--- src/rtl/sseg_scan_driver.sv ---
// Time-multiplexed seven-segment driver. Scans DIGITS digits over one
// shared segment bus. The displayed value is double buffered so that a
// frame never mixes old and new digits. The driver also provides
// leading-zero blanking, per-digit decimal points, an anti-ghosting blank
// window at the start of each slot, and a one-cycle frame tick.
module sseg_scan_driver #(
  parameter int DIGITS      = 4,
  parameter int SCAN_DIV    = 50000,
  parameter int BLANK_CYC   = 500,
  parameter bit SEG_ACT_LOW = 1'b0,
  parameter bit AN_ACT_LOW  = 1'b0,
  localparam int IDX_W      = (DIGITS > 1) ? $clog2(DIGITS) : 1
) (
  input  logic                  clk,
  input  logic                  rst_n,
  input  logic [4*DIGITS-1:0]   value,
  input  logic [DIGITS-1:0]     dp,
  input  logic                  load,
  input  logic                  blank_lz,
  output logic [6:0]            sseg,
  output logic                  dp_out,
  output logic [DIGITS-1:0]     an,
  output logic [IDX_W-1:0]      digit_idx,
  output logic                  frame_tick
);

  localparam int CNT_W = $clog2(SCAN_DIV);
  localparam logic [CNT_W-1:0] CNT_LAST  = CNT_W'(SCAN_DIV - 1);
  localparam logic [CNT_W-1:0] BLANK_LIM = CNT_W'(BLANK_CYC);
  localparam logic [IDX_W-1:0] IDX_LAST  = IDX_W'(DIGITS - 1);

  // Scan position and display buffers
  logic [CNT_W-1:0]    div_cnt_q, div_cnt_d;
  logic [IDX_W-1:0]    idx_q, idx_d;
  logic [4*DIGITS-1:0] shadow_val_q, shadow_val_d;
  logic [DIGITS-1:0]   shadow_dp_q, shadow_dp_d;
  logic [4*DIGITS-1:0] active_val_q, active_val_d;
  logic [DIGITS-1:0]   active_dp_q, active_dp_d;
  logic                slot_end, frame_end;

  // Registered pin drivers
  logic [6:0]          sseg_q, sseg_d;
  logic                dp_out_q, dp_out_d;
  logic [DIGITS-1:0]   an_q, an_d;
  logic [IDX_W-1:0]    digit_idx_q;
  logic                frame_tick_q;

  // Per-digit views of the active buffer
  logic [3:0]          nib_arr [DIGITS];
  logic [DIGITS-1:0]   nz_vec;   // nibble is non-zero
  logic [DIGITS-1:0]   lz_tail;  // this nibble and every higher one are zero
  logic [DIGITS-1:0]   slot_sel; // one-hot decode of idx_q
  logic                slot_lit; // past the anti-ghosting window
  logic [3:0]          cur_nib;
  logic [6:0]          seg_raw;
  logic                seg_blank;

  for (genvar gi = 0; gi < DIGITS; gi++) begin : g_digit
    assign nib_arr[gi]  = active_val_q[4*gi +: 4];
    assign nz_vec[gi]   = |active_val_q[4*gi +: 4];
    assign lz_tail[gi]  = ~|nz_vec[DIGITS-1:gi];
    assign slot_sel[gi] = (idx_q == IDX_W'(gi));
  end

  if (BLANK_CYC > 0) begin : g_blank
    assign slot_lit = (div_cnt_q >= BLANK_LIM);
  end else begin : g_no_blank
    assign slot_lit = 1'b1;
  end

  // Next scan position, and the shadow-to-active transfer at the frame boundary
  always_comb begin
    slot_end     = (div_cnt_q == CNT_LAST);
    frame_end    = slot_end && (idx_q == IDX_LAST);
    div_cnt_d    = slot_end ? '0 : div_cnt_q + CNT_W'(1);
    idx_d        = idx_q;
    if (slot_end) begin
      idx_d = (idx_q == IDX_LAST) ? '0 : idx_q + IDX_W'(1);
    end
    shadow_val_d = load ? value : shadow_val_q;
    shadow_dp_d  = load ? dp : shadow_dp_q;
    active_val_d = active_val_q;
    active_dp_d  = active_dp_q;
    if (frame_end) begin
      // A load that lands on the boundary edge goes straight to the display
      active_val_d = load ? value : shadow_val_q;
      active_dp_d  = load ? dp : shadow_dp_q;
    end
  end

  // Segment, decimal point and enable values for the current slot
  always_comb begin
    cur_nib = nib_arr[idx_q];
    case (cur_nib)
      4'h0:    seg_raw = 7'b1111110;
      4'h1:    seg_raw = 7'b0110000;
      4'h2:    seg_raw = 7'b1101101;
      4'h3:    seg_raw = 7'b1111001;
      4'h4:    seg_raw = 7'b0110011;
      4'h5:    seg_raw = 7'b1011011;
      4'h6:    seg_raw = 7'b1011111;
      4'h7:    seg_raw = 7'b1110000;
      4'h8:    seg_raw = 7'b1111111;
      4'h9:    seg_raw = 7'b1111011;
      4'hA:    seg_raw = 7'b1110111;
      4'hB:    seg_raw = 7'b0011111;
      4'hC:    seg_raw = 7'b1001110;
      4'hD:    seg_raw = 7'b0111101;
      4'hE:    seg_raw = 7'b1001111;
      default: seg_raw = 7'b1000111;
    endcase
    // The rightmost digit always shows, so a zero value still reads "0"
    seg_blank = blank_lz && (idx_q != '0) && lz_tail[idx_q];
    sseg_d    = (seg_blank ? 7'b0000000 : seg_raw) ^ {7{SEG_ACT_LOW}};
    dp_out_d  = active_dp_q[idx_q] ^ SEG_ACT_LOW;
    an_d      = (slot_lit ? slot_sel : '0) ^ {DIGITS{AN_ACT_LOW}};
  end

  // Scan counters and value buffers
  always_ff @(posedge clk or negedge rst_n) begin
    if (!rst_n) begin
      div_cnt_q    <= '0;
      idx_q        <= '0;
      shadow_val_q <= '0;
      shadow_dp_q  <= '0;
      active_val_q <= '0;
      active_dp_q  <= '0;
    end else begin
      div_cnt_q    <= div_cnt_d;
      idx_q        <= idx_d;
      shadow_val_q <= shadow_val_d;
      shadow_dp_q  <= shadow_dp_d;
      active_val_q <= active_val_d;
      active_dp_q  <= active_dp_d;
    end
  end

  // Output registers; reset puts every segment and enable in its off state
  always_ff @(posedge clk or negedge rst_n) begin
    if (!rst_n) begin
      sseg_q       <= {7{SEG_ACT_LOW}};
      dp_out_q     <= SEG_ACT_LOW;
      an_q         <= {DIGITS{AN_ACT_LOW}};
      digit_idx_q  <= '0;
      frame_tick_q <= 1'b0;
    end else begin
      sseg_q       <= sseg_d;
      dp_out_q     <= dp_out_d;
      an_q         <= an_d;
      digit_idx_q  <= idx_q;
      frame_tick_q <= frame_end;
    end
  end

  assign sseg       = sseg_q;
  assign dp_out     = dp_out_q;
  assign an         = an_q;
  assign digit_idx  = digit_idx_q;
  assign frame_tick = frame_tick_q;

endmodule

--- config.mk ---
export PLATFORM = sky130hd
export DESIGN_NAME = sseg_scan_driver
export DESIGN_NICKNAME = d
export VERILOG_FILES = /design/src/rtl/sseg_scan_driver.sv
export SDC_FILE = /design/constraint.sdc
export NUM_CORES = 1
export LEC_CHECK = 0
export ABC_CLOCK_PERIOD_IN_PS = 2940
export BUFFER_PORTS_ARGS = -buffer_cell sky130_fd_sc_hd__buf_2
export CAP_MARGIN = 20
export CORE_MARGIN = 10
export CORE_UTILIZATION = 35
export DETAILED_ROUTE_END_ITERATION = 7
export PLACE_DENSITY = 0.52
export SYNTH_ARGS = -nofsm -noshare
export SYNTH_HDL_FRONTEND = slang
export SYNTH_SLANG_ARGS = --single-unit
--- constraint.sdc ---
create_clock -name clk -period 2.94 [get_ports clk]
set_input_delay 0.147 -clock clk [delete_from_list [all_inputs] [get_ports clk]]
set_output_delay 0.147 -clock clk [all_outputs]
set_load 0.02 [all_outputs]
Yosys cells after proc, flatten, opt, wreduce, memory -nomap -nowiden

Memories as Yosys holds them, arrays and structs flattened.
Cells that the tools add are included.

Output and inout bits: 15
Memory bits (read-only): 112
Bits in writable memories: 0
Memories: 1
Latch bits: 0
Logic and storage cells: 48
Flip-flop bits (word level): 73

Shift-type cells: 0
Bitwise operators: 1
$mul: 0
Reduce and logical (&&, ||, !) cells: 13
Add/sub/neg operators: 2
Mux-type cells: 13
Div/mod/pow operators: 0
Order comparisons: 3
Equal/unequal tests: 4

Memories:

| memory           | words | bits a word | rd ports | clocked after Yosys merged registers in | wr ports | RTL line | RTL |
|---|---|---|---|---|---|---|---|
| (name not given) | 16    | 7           | 1        | 0                                       | 0        | 94       | `case (cur_nib)` |

Operator list:

| cell                                                                                 | count |
|---|---|
| 16-bit two-way mux                                                                   | 2 |
| 16-bit by 1-bit adder with 16-bit output, second input constant                      | 1 |
| 16-bit equality test, second input constant                                          | 1 |
| 16-bit by 9-bit greater-or-equal comparator with 1-bit output, second input constant | 1 |
| 4-bit two-way mux                                                                    | 4 |
| 16-bit OR reduction                                                                  | 1 |
| 12-bit OR reduction                                                                  | 1 |
| 4-bit binary-select mux with 2-bit select                                            | 1 |
| 8-bit OR reduction                                                                   | 1 |
| 7-bit two-way mux                                                                    | 1 |
| 1-bit binary-select mux with 2-bit select                                            | 2 |
| 2-bit equality test, second input constant                                           | 2 |
| 1-bit zero test                                                                      | 4 |
| 4-bit OR reduction                                                                   | 1 |
| 3-bit greater-or-equal comparator, second input constant                             | 1 |
| 1-bit logical AND                                                                    | 3 |
| 2-bit by 3-bit less-than comparator with 1-bit output, second input constant         | 1 |
| 2-bit inverter with 3-bit output                                                     | 1 |
| 2-bit by 1-bit adder with 2-bit output, second input constant                        | 1 |
| 2-bit by 1-bit equality test with 1-bit output, second input constant                | 1 |
| 2-bit zero test                                                                      | 1 |
| 1-bit two-way mux                                                                    | 2 |
| 2-bit two-way mux                                                                    | 1 |
| 2-bit nonzero test                                                                   | 1 |

Logic depth before layout (Yosys ltp)

Gate-level depths: netlist of the first run.

Word-level depth: 6
Depth in mapped cells: 8
Mapped depth without buffers: 7

Least setup slack after synthesis of the first run

Ideal clock, no wire load.

Kind: register to register
Start point: register idx_q[0]
End point: register sseg_q[5], in the netlist sseg[5]
Cell stages (with the launch flop): 8
Library setup time: 0.099 ns
Data required time: 2.841 ns
Data arrival time: 1.978 ns
Path buffers: 1
Setup slack: 0.862 ns
Cell sequence: dfrtp_1 > buf_2 > mux4_2 > inv_1 > ha_1 > nor2_1 > a211oi_1 > a311oi_1

Word-level cells in the longest chain between the ends: 6
Elaborated cells on any way between the ends: 11
Classes of those cells: 6 x mux; 1 x bitwise; 3 x reduce/logical; 1 x memory

RTL lines:

| what                                                   | RTL line | RTL |
|---|---|---|
| start, declared                                        | 34       | `logic [IDX_W-1:0] idx_q, idx_d;` |
| start signal, assigned                                 | 130      | `idx_q <= idx_d;` |
| 2-bit inverter with 3-bit output (not written as such) | 93       | `cur_nib = nib_arr[idx_q];` |
| 4-bit binary-select mux with 2-bit select              | 93       |  |
| 4-bit two-way mux (not written as such) (2 in a row)   | 93       |  |
| memory 16 x 7 bit                                      | n/a      |  |
| 7-bit two-way mux (*)                                  | 114      | `sseg_d = (seg_blank ? 7'b0000000 : seg_raw) ^ {7{SEG_ACT_LOW}};` |
| net sseg_d[5]                                          | 42       | `logic [6:0] sseg_q, sseg_d;` |
| end signal, assigned                                   | 141      | `sseg_q <= {7{SEG_ACT_LOW}};` |
| end signal, assigned                                   | 147      | `sseg_q <= sseg_d;` |
| end, declared                                          | 42       |  |

Mark *: on every way through the listed nets, which the timed path passes. The rest lies on a longest branch. The select of a mux whose other input is x is not followed.
A chain may end at the register's enable or synchronous reset.

Worst setup path after layout of the first run

Ends and elaborated chain as after synthesis.

==> results of run 1 <==
-- per-layer routing --
metal | global-route usage, % | up-vias
li1 | - | 1010
met1 | 13.20 | 1039
met2 | 14.50 | 45
met3 | 3.713 | 8
met4 | 4.122 | 0
met5 | 0 | -
-- synth_stat cells, types with 6 or more instances --
cell type,number
a211oi_1,7
a21oi_1,7
dfrtp_1,73
ha_1,12
inv_1,8
mux2_2,23
mux2_4,19
nand2_1,12
nand3_1,7
nor2_1,11
nor4_1,6
o21ai_0,14
xnor2_1,7
xor2_1,7
-- cell families after synthesis --
| kind of cell | after synthesis | synth area share, % |
|---|---|---|
| muxes | 50 | 19.91 |
| buffers and inverters | 17 | 2.401 |
| adders and majority gates | 12 | 4.433 |
| DFF | 73 | 53.93 |
| xor gates and xnor gates | 14 | 3.620 |
| and+or+nand+nor | 58 | 9.494 |
| AOI/OAI and AO/OA | 34 | 6.206 |
-- cell type report --
| cell class | count | share of cell area (%) |
|---|---|---|
| clock inverter | 5 | 0.7673 |
| sequential | 73 | 46.68 |
| clock buffer | 11 | 3.868 |
| tap | 129 | 4.124 |
| timing repair buffer | 42 | 6.010 |
| multi-input combinational | 168 | 37.79 |
| inverter | 8 | 0.7673 |
-- power groups by stage --
stage / clock [uW] / sequential, uW / combinational [uW]
floorplan: 0 / 1100 / 99.7
detailed placement: 0 / 1100 / 180
global placement: 0 / 1100 / 178
finish: 720 / 1080 / 177
CTS: 752 / 1080 / 182
global route: 799 / 1080 / 198
-- registers in the layout, summed over array words and instances (netlist names) --
name          count
active_dp_q       4
active_val_q     16
an                4
digit_idx         2
div_cnt_q        16
dp_out            1
frame_tick        1
idx_q             2
shadow_dp_q       4
shadow_val_q     16
sseg              7
-- placed cells by master, fill, tap and decap left out, types with 2 or more instances in the layout --
cell,netlist,layout
a211oi_1,7,7
a21oi_1,7,7
a311oi_1,2,2
and2_1,4,4
buf_2,2,38
buf_4,0,2
clkbuf_8,0,11
clkinv_2,0,3
clkinvlp_4,0,2
dfrtp_1,73,73
ha_1,12,12
inv_1,8,8
mux2_2,23,23
mux2_4,19,19
mux2i_1,4,4
mux4_2,4,4
nand2_1,12,12
nand3_1,7,7
nand3b_1,2,2
nand4_1,2,2
nor2_1,11,11
nor2b_1,2,2
nor3_1,4,4
nor4_1,6,6
o21ai_0,14,14
or3_1,2,2
xnor2_1,7,7
xor2_1,7,7
-- worst max path at each step --
stage	startpoint	to	slack, ns	cells past startpoint
detailed placement	idx_q[0]	sseg[5]	0.55	6
global placement	idx_q[0]	sseg[5]	0.57	6
floorplan	idx_q[0]	sseg[5]	0.86	7
finish	idx_q[0]	sseg[5]	0.55	6
CTS	idx_q[0]	sseg[5]	0.53	6
global route	idx_q[0]	sseg[1]	0.33	7
-- per-stage QoR --
| step | setup slack [ns] | area [um2] | instances |
|---|---|---|---|
| after global placement | 0.5720 | 3722 | 419 |
| after CTS | 0.5297 | 3914 | 436 |
| after floorplan | 0.8622 | 3387 | 258 |
| after detailed placement | 0.5470 | 3722 | 419 |
| after global routing | 0.3328 | 3914 | 436 |
| final | 0.5543 | 3914 | 436 |
-- critical path, stage by stage, from the launching register on --
cell and delay (ns):
dfrtp_1 0.72, mux4_2 0.67, inv_1 0.19, ha_1 0.26, nor2_1 0.14, a211oi_1 0.06, a311oi_1 0.25
==> impl_metrics.py, run 1 <==
metrics = {
    "die": {
        "boundaryPins": 39,
        "dieHeight_um": 118.4,
        "die_area_mm2": 0.01401,
        "rows": 35,
        "die_x_um": 118.4,
        "core_mm2": 0.009328,
        "start_util_pct": 36.31,
    },
    "route": {
        "vias": 2102,
        "drcViolationCount": 0,
        "antenna_left": 0,
        "drtIter0Drc": 96,
        "top_layer_used": "met4",
        "drt-total-wl_mm": 6.695,
        "wl_met2_mm": 3.025,
        "drt-met1-wl_mm": 3.218,
        "via_per_inst": 4.821,
        "firstDrtPassIters": 4,
        "met3_wirelength_um": 344,
        "wl_per_cell_um": 15.36,
    },
    "yosys": {
        "synth-seq-cells": 73,
        "seq_area_frac_synth_pct": 53.93,
        "synth_edf_count": 0,
        "synthTopCellsByArea": "dfrtp_1, mux2_4, mux2_2",
        "syn_inst": 258,
        "synth_ff_type": "dfrtp_1",
        "yosys.area.top_type": "dfrtp_1",
        "synth.net_count": 294,
        "synth_top_area_share_pct": 53.93,
        "syn_area_mm2": 0.003387,
        "synthArstFlopShare_pct": 100.0,
        "ys.warnings.count": 0,
        "yosysUniqueCellTypes": 36,
        "syn_avg_cell_area_um2": 13.13,
    },
    "cts": {
        "cts_sinks": 73,
        "post_cts_resized": 0,
        "cts_max_level": 3,
        "ctsHoldBuffers": 1,
        "cts_post_setup_buffers_inserted": 0,
        "cts_tree": "yes",
        "clockBufferDepth": 2,
        "clk_latency_ns": 0.35,
        "cts_made_buffers": 9,
        "clk_pin_slew_worst_paths_ns": 0.08,
        "root_buffer": "clkbuf_8",
    },
    "place": {
        "place_congestion": 0.7171,
        "port_buffers": 38,
        "hpwl_mm": 4.674,
    },
    "layout": {
        "fin_util_pct": 41.96,
        "drive_above_1_share_pct": 34.85,
        "antenna_cells": 0,
        "multi_input_area_mm2": 0.001479,
        "nets": 338,
        "fillers": 914,
        "register_area_mm2": 0.001827,
        "syn_to_final_growth_pct": 15.55,
    },
    "setup_path": {
        "arrival_ns": 2.64,
        "critPathRequiredTime_ns": 3.19,
        "r2r_end": "sseg[5]",
        "end_kind": "register",
        "r2r_setup_slack_ns": 0.55,
        "crit_path_start_kind": "register",
        "worst-setup-path-type": "register to register",
        "regToRegStartpoint": "idx_q[0]",
        "r2r_cells": 6,
        "path_max_fanout": 14,
    },
    "timing": {
        "drv_slew": 0,
        "finalCritPeriodShare_pct": 81.15,
        "rsz0062_at_grt": "false",
        "finalSetupTns_ns": 0,
        "hold_viol_final": 0,
        "setup_viol": 0,
        "worst_pin_slew_ns": 0.8025,
        "hold_slack_ns": 0.04992,
        "relSlewSlack_pct": 46.50,
        "skew_ns": 0.008890,
        "final.min_clock_period_ns": 2.386,
        "max_freq_mhz": 419.2,
    },
    "power_and_ir_drop": {
        "clockPowerShare_pct": 36.5,
        "combinationalPowerShare_pct": 8.9,
        "finalPower_uw": 1974,
        "power_frac_seq_pct": 54.6,
        "p_int_uw": 1488,
        "p_switching_uw": 486.4,
        "swShare_pct": 24.64,
        "p_per_area_mw_per_mm2": 504.5,
        "p_leak_uw": 0.001788,
        "vdd_drop_max_uv": 323.2,
    },
    "hold_path": {
        "min_from": "value[7]",
        "min_path_cells": 2,
        "hp-class": "input port to register",
        "hold_path_end": "shadow_val_q[7]",
    },
    "global_routing": {
        "overflow": 0,
        "grt_max_degree": 41,
        "grt_pass1_vias": 2247,
        "grt_pass1_wl_mm": 11.50,
        "antenna_found_initial": 0,
        "grt_use_total_pct": 10.03,
    },
    "flow_run": {
        "drv_cap": 0,
    },
    "run_status": {
        "status": "finished, final reports clean",
    },
}
Note: power is estimated with default switching activity, not from simulation.
==> run 2, diff against run 1 <==
- ABC_CLOCK_PERIOD_IN_PS: 2940 -> 2400
- clock period: 2.94 -> 2.4 ns (I/O delays scaled with it)
==> run 2 against run 1 <==
Sequential share of layout area is 0.71 points lower; combinational power up 22%; clock-buffer cell count is 2 lower; via count grew 1.5%; wire length is 0.13% lower; register-to-register slack lost 0.25 ns; die area stayed put; first-iteration DRC count grew 9.4%; highest routed layer unchanged.
==> impl_metrics.py, run 2 (same netlist as run 1, synthesis figures left out) <==
metrics = {
    "route": {
        "wl_per_cell_um": 15.13,
        "via_per_inst": 4.826,
        "drt-total-wl_mm": 6.686,
        "antenna_left": 0,
        "drcViolationCount": 0,
        "firstDrtPassIters": 4,
        "drtIter0Drc": 105,
        "vias": 2133,
    },
    "setup_path": {
        "cp.buffers_inverters": 1,
        "r2r_setup_slack_ns": 0.31,
        "end_kind": "register",
        "crit_path_start_kind": "register",
        "worst-setup-path-type": "register to register",
        "cp_slowest_stage_delay_ns": 0.57,
        "critPathRequiredTime_ns": 2.63,
        "regToRegStartpoint": "div_cnt_q[13]",
        "path_max_fanout": 21,
        "r2r_cells": 5,
        "path_cells": "or4_4 > nor4_4 > nand2_2 > buf_4 > mux2_4",
        "r2r_end": "active_val_q[2]",
        "arrival_ns": 2.33,
        "critical-path-top-delay-family": "simple AND/OR/NAND/NOR gates",
        "crit_slowest_cell": "or4_4",
    },
    "cts": {
        "clockBufferDepth": 2,
        "root_buffer": "clkbuf_8",
        "cts_max_level": 3,
        "cts_tree": "yes",
        "clk_latency_ns": 0.35,
        "cts_made_buffers": 9,
        "cts_sinks": 73,
        "clk_pin_slew_worst_paths_ns": 0.09,
        "cts_post_setup_buffers_inserted": 0,
    },
    "layout": {
        "top_regs": "active_val_q (16), div_cnt_q (16), shadow_val_q (16)",
        "layout_commonest_cell": "dfrtp_1",
        "fillers": 904,
        "antenna_cells": 0,
        "nets": 344,
        "final_area_mm2": 0.003974,
        "syn_to_final_growth_pct": 17.33,
        "stdcell_count": 442,
        "drive_above_1_share_pct": 35.78,
        "layout_common_cells": "dfrtp_1, buf_2, mux2_2, mux2_4, o21ai_0",
    },
    "hold_path": {
        "min_path_cells": 2,
        "hp-class": "input port to register",
        "hold_path_end": "shadow_val_q[4]",
        "min_from": "value[4]",
    },
    "place": {
        "dpl_cell_area_mm2": 0.003760,
        "place_congestion": 0.8003,
        "dp_cells": 424,
        "hpwl_mm": 4.780,
        "port_buffers": 38,
    },
    "timing": {
        "worst_pin_slew_ns": 0.6765,
        "finalSetupTns_ns": 0,
        "drv_slew": 0,
        "setup_viol": 0,
        "relSlewSlack_pct": 54.90,
        "skew_ns": 0.01609,
        "final.min_clock_period_ns": 2.095,
        "max_freq_mhz": 477.4,
        "finalCritPeriodShare_pct": 87.28,
        "rsz0062_at_grt": "false",
        "hold_viol_final": 0,
    },
    "global_routing": {
        "grt_max_degree": 46,
        "grt_use_met3_pct": 3.950,
        "grt_pass1_vias": 2214,
        "overflow": 0,
        "grt_use_total_pct": 10.11,
        "grt_pass1_wl_mm": 11.51,
        "grt_use_met1_pct": 13.37,
        "gr-max-usage-layer": "met2",
        "antenna_found_initial": 0,
        "gr-usage-met2_pct": 14.26,
    },
    "die": {
        "core_mm2": 0.009328,
        "boundaryPins": 39,
        "start_util_pct": 36.31,
        "die_area_mm2": 0.01401,
        "die_x_um": 118.4,
        "dieHeight_um": 118.4,
        "rows": 35,
    },
    "run_status": {
        "status": "finished, final reports clean",
    },
    "power_and_ir_drop": {
        "p_leak_uw": 0.001824,
        "p_per_area_mw_per_mm2": 629.5,
        "vdd_drop_max_uv": 255.1,
    },
    "flow_run": {
        "drv_cap": 0,
    },
}
-- run 2: per-stage QoR --
step / hold slack (ns) / util, % / worst slack [ns] / total power (uW)
2_1_floorplan: -0.1756 / - / 0.3222 / 1473
3_3_place_gp: 0.2042 / 40.31 / 0.3195 / 1560
3_5_place_dp: 0.2056 / 40.31 / 0.3145 / 1565
4_1_cts: 0.00007477 / 42.50 / 0.2965 / 2537
5_1_grt: 0.001178 / 42.60 / 0.1516 / 2620
6_report: 0.01337 / 42.60 / 0.3054 / 2502
-- run 2: power by group --
group          switching (uW)  leakage [uW]  internal [uW]
clock                     485     0.0000994            480
combinational             110      0.000811            107
sequential               29.6      0.000913           1290
total                     624       0.00182           1880
-- run 2: worst max path at each step --
| stage | from | end | slack (ns) | depth (start not counted) |
|---|---|---|---|---|
| 2_1_floorplan | idx_q[0] | sseg[5] | 0.32 | 7 |
| 3_3_place_gp | idx_q[1] | sseg[1] | 0.32 | 7 |
| 3_5_place_dp | div_cnt_q[13] | active_val_q[7] | 0.31 | 5 |
| 4_1_cts | div_cnt_q[13] | active_val_q[11] | 0.30 | 5 |
| 5_1_grt | idx_q[1] | sseg[4] | 0.15 | 7 |
| 6_report | div_cnt_q[13] | active_val_q[2] | 0.31 | 5 |
-- run 2: per-layer routing --
layer  share of wire, %  wire length, um  vias to the layer above
li1                   -                -                     1027
met1                 48             3214                     1035
met2                 44             2913                       59
met3                6.3              421                       12
met4                2.0              136                        0
met5                  0                0                        -
-- run 2: cell type report --
class                           instances  area [um2]  area share, %
Sequential cell                        73        1827          45.97
Multi-Input combinational cell        168        1479          37.22
Clock buffer                            9       123.9          3.117
Clock inverter                          7       70.07          1.763
Tap cell                              129       161.4          4.062
Timing Repair Buffer                   48       282.8          7.116
Inverter                                8       30.03         0.7557
-- run 2: repair_timing --
item,CTS,global route
gates resized for setup,0,0
endpoints found under the hold margin,28,1
hold buffers,1,1
==> run 3, diff against run 2 <==
- ABC_CLOCK_PERIOD_IN_PS: 2400 -> 2550
- clock period: 2.4 -> 2.55 ns (I/O delays scaled with it)
==> run 3 against run 2 <==
Clock power increased by 24%; first-iteration DRC count decreased by 1.9%; maximum frequency decreased by 5.4%; global-route usage decreased by 0.25 points; total power increased by 5.7%; sequential power decreased by 6%; flip-flop and latch count unchanged; setup slack improved by 0.030 ns; clock skew decreased by 0.0015 ns; critical path depth increased by 1; largest cell class unchanged.
==> impl_metrics.py, run 3 (same netlist as run 1, synthesis figures left out) <==
metrics = {
    "die": {
        "dieHeight_um": 118.4,
        "start_util_pct": 36.31,
        "rows": 35,
        "core_mm2": 0.009328,
        "boundaryPins": 39,
        "die_x_um": 118.4,
        "die_area_mm2": 0.01401,
    },
    "hold_path": {
        "hp-class": "input port to register",
        "min_path_cells": 2,
    },
    "power_and_ir_drop": {
        "power_frac_seq_pct": 47.0,
        "p_per_area_mw_per_mm2": 657.6,
        "vdd_drop_max_uv": 230.3,
        "p_leak_uw": 0.001845,
        "p_switching_uw": 579.4,
        "combinationalPowerShare_pct": 7.7,
        "clockPowerShare_pct": 45.3,
        "p_int_uw": 2065,
        "swShare_pct": 21.91,
    },
    "setup_path": {
        "critPathRequiredTime_ns": 2.80,
        "regToRegStartpoint": "idx_q[0]",
        "cp_slowest_stage_delay_ns": 0.64,
        "crit_slowest_cell": "mux4_2",
        "endpoint": "sseg[5]",
        "r2r_end": "sseg[5]",
        "worst-setup-path-type": "register to register",
        "end_kind": "register",
        "path_max_fanout": 11,
        "arrival_ns": 2.46,
        "r2r_setup_slack_ns": 0.34,
        "r2r_cells": 6,
        "critPathLaunch": "idx_q[0]",
        "path_cells": "mux4_2 > inv_1 > ha_1 > nor2_1 > a211oi_1 > a311oi_1",
        "crit_path_start_kind": "register",
    },
    "place": {
        "place_congestion": 0.8314,
        "port_buffers": 38,
        "dpl_cell_area_mm2": 0.003745,
        "dp_cells": 422,
        "hpwl_mm": 4.710,
    },
    "timing": {
        "worst_pin_slew_ns": 0.6625,
        "rsz0062_at_grt": "false",
        "relSlewSlack_pct": 55.84,
        "finalCritPeriodShare_pct": 86.84,
        "hold_viol_final": 0,
        "setup_viol": 0,
        "finalSetupTns_ns": 0,
        "hold_slack_ns": 0.02839,
        "final.min_clock_period_ns": 2.214,
        "drv_slew": 0,
        "max_freq_mhz": 451.6,
        "skew_ns": 0.01461,
    },
    "global_routing": {
        "grt_pass1_wl_mm": 11.32,
        "grt_pass1_vias": 2169,
        "grt_max_degree": 46,
        "overflow": 0,
        "grt_use_total_pct": 9.868,
        "antenna_found_initial": 0,
    },
    "route": {
        "vias": 2133,
        "drcViolationCount": 0,
        "drt-total-wl_mm": 6.659,
        "antenna_left": 0,
        "wl_per_cell_um": 15.17,
        "via_per_inst": 4.859,
        "drtIter0Drc": 103,
        "firstDrtPassIters": 4,
    },
    "layout": {
        "drive_above_1_share_pct": 35.48,
        "syn_to_final_growth_pct": 18.73,
        "nets": 341,
        "top_regs": "active_val_q (16), div_cnt_q (16), shadow_val_q (16)",
        "antenna_cells": 0,
        "stdcell_count": 439,
        "final_area_mm2": 0.004021,
        "layout_common_cells": "dfrtp_1, buf_2, mux2_2, mux2_4, o21ai_0",
        "layout_commonest_cell": "dfrtp_1",
    },
    "cts": {
        "cts_tree": "yes",
        "clockBufferDepth": 2,
        "cts_max_level": 3,
        "clk_pin_slew_worst_paths_ns": 0.08,
        "cts_sinks": 73,
        "clk_latency_ns": 0.34,
        "root_buffer": "clkbuf_8",
        "cts_made_buffers": 9,
    },
    "run_status": {
        "status": "finished, final reports clean",
    },
    "flow_run": {
        "drv_cap": 0,
    },
}
[run 3: routing by layer]
metal	vias to the layer above	global-route usage (%)	routed length, um	part of all wire [%]
met5	-	0	0	0
met1	1044	14.19	3324	50
met3	11	2.475	318	4.8
li1	1016	-	-	-
met4	0	4.733	127	1.9
met2	62	13.39	2889	43
[run 3: power groups by stage]
stage	clock network, uW	registers, uW	logic, uW
5_1_grt	1280	1250	228
4_1_cts	1230	1240	209
3_3_place_gp	0	1260	205
3_5_place_dp	0	1270	207
2_1_floorplan	0	1270	115
6_report	1200	1240	203
[run 3: cell type report]
type,instances,area [um2]
multi-input combinational,168,1479
clock inverter,7,142.6
sequential,73,1827
clock buffer,9,123.9
fill,878,5306
timing repair buffer,45,257.7
inverter,8,30.03
tap,129,161.4
[run 3: per-stage QoR]
| stage | util, % | total power [uW] | worst slack [ns] |
|---|---|---|---|
| 3_5_place_dp | 40.15 | 1473 | 0.3557 |
| 4_1_cts | 43.11 | 2680 | 0.3448 |
| 5_1_grt | 43.11 | 2760 | 0.1446 |
| 6_report | 43.11 | 2645 | 0.3357 |
| 3_3_place_gp | 40.15 | 1469 | 0.4100 |
| 2_1_floorplan | - | 1386 | 0.4722 |
[run 3: worst max-delay path: cells and delay by family, from the launching register on]
family                   cells  cell delay [ns]
multiplexers                 1             0.64
flip-flops                   1             0.61
AO/OA/AOI/OAI                2             0.30
adder cells (fa/ha/maj)      1             0.26
buffers and inverters        1             0.17
AND/OR/NAND/NOR              1             0.15
[run 3: what timing repair did]
item                      4_1_cts  5_1_grt
hold buffers                    1        0
hold endpoints to repair       28        0
setup buffers                   0        0
gates resized for setup         0        0
[run 3: worst min-delay path by stage]
| stage | from | to | slack (ns) |
|---|---|---|---|
| finish | value[5] | shadow_val_q[5] | 0.03 |
| global route | value[5] | shadow_val_q[5] | 0.007 |
| CTS | value[5] | shadow_val_q[5] | 0.01 |
| detailed placement | rst_n | dp_out | 0.21 |
| global placement | rst_n | dp_out | 0.21 |
| floorplan | rst_n | active_dp_q[0] | -0.17 |
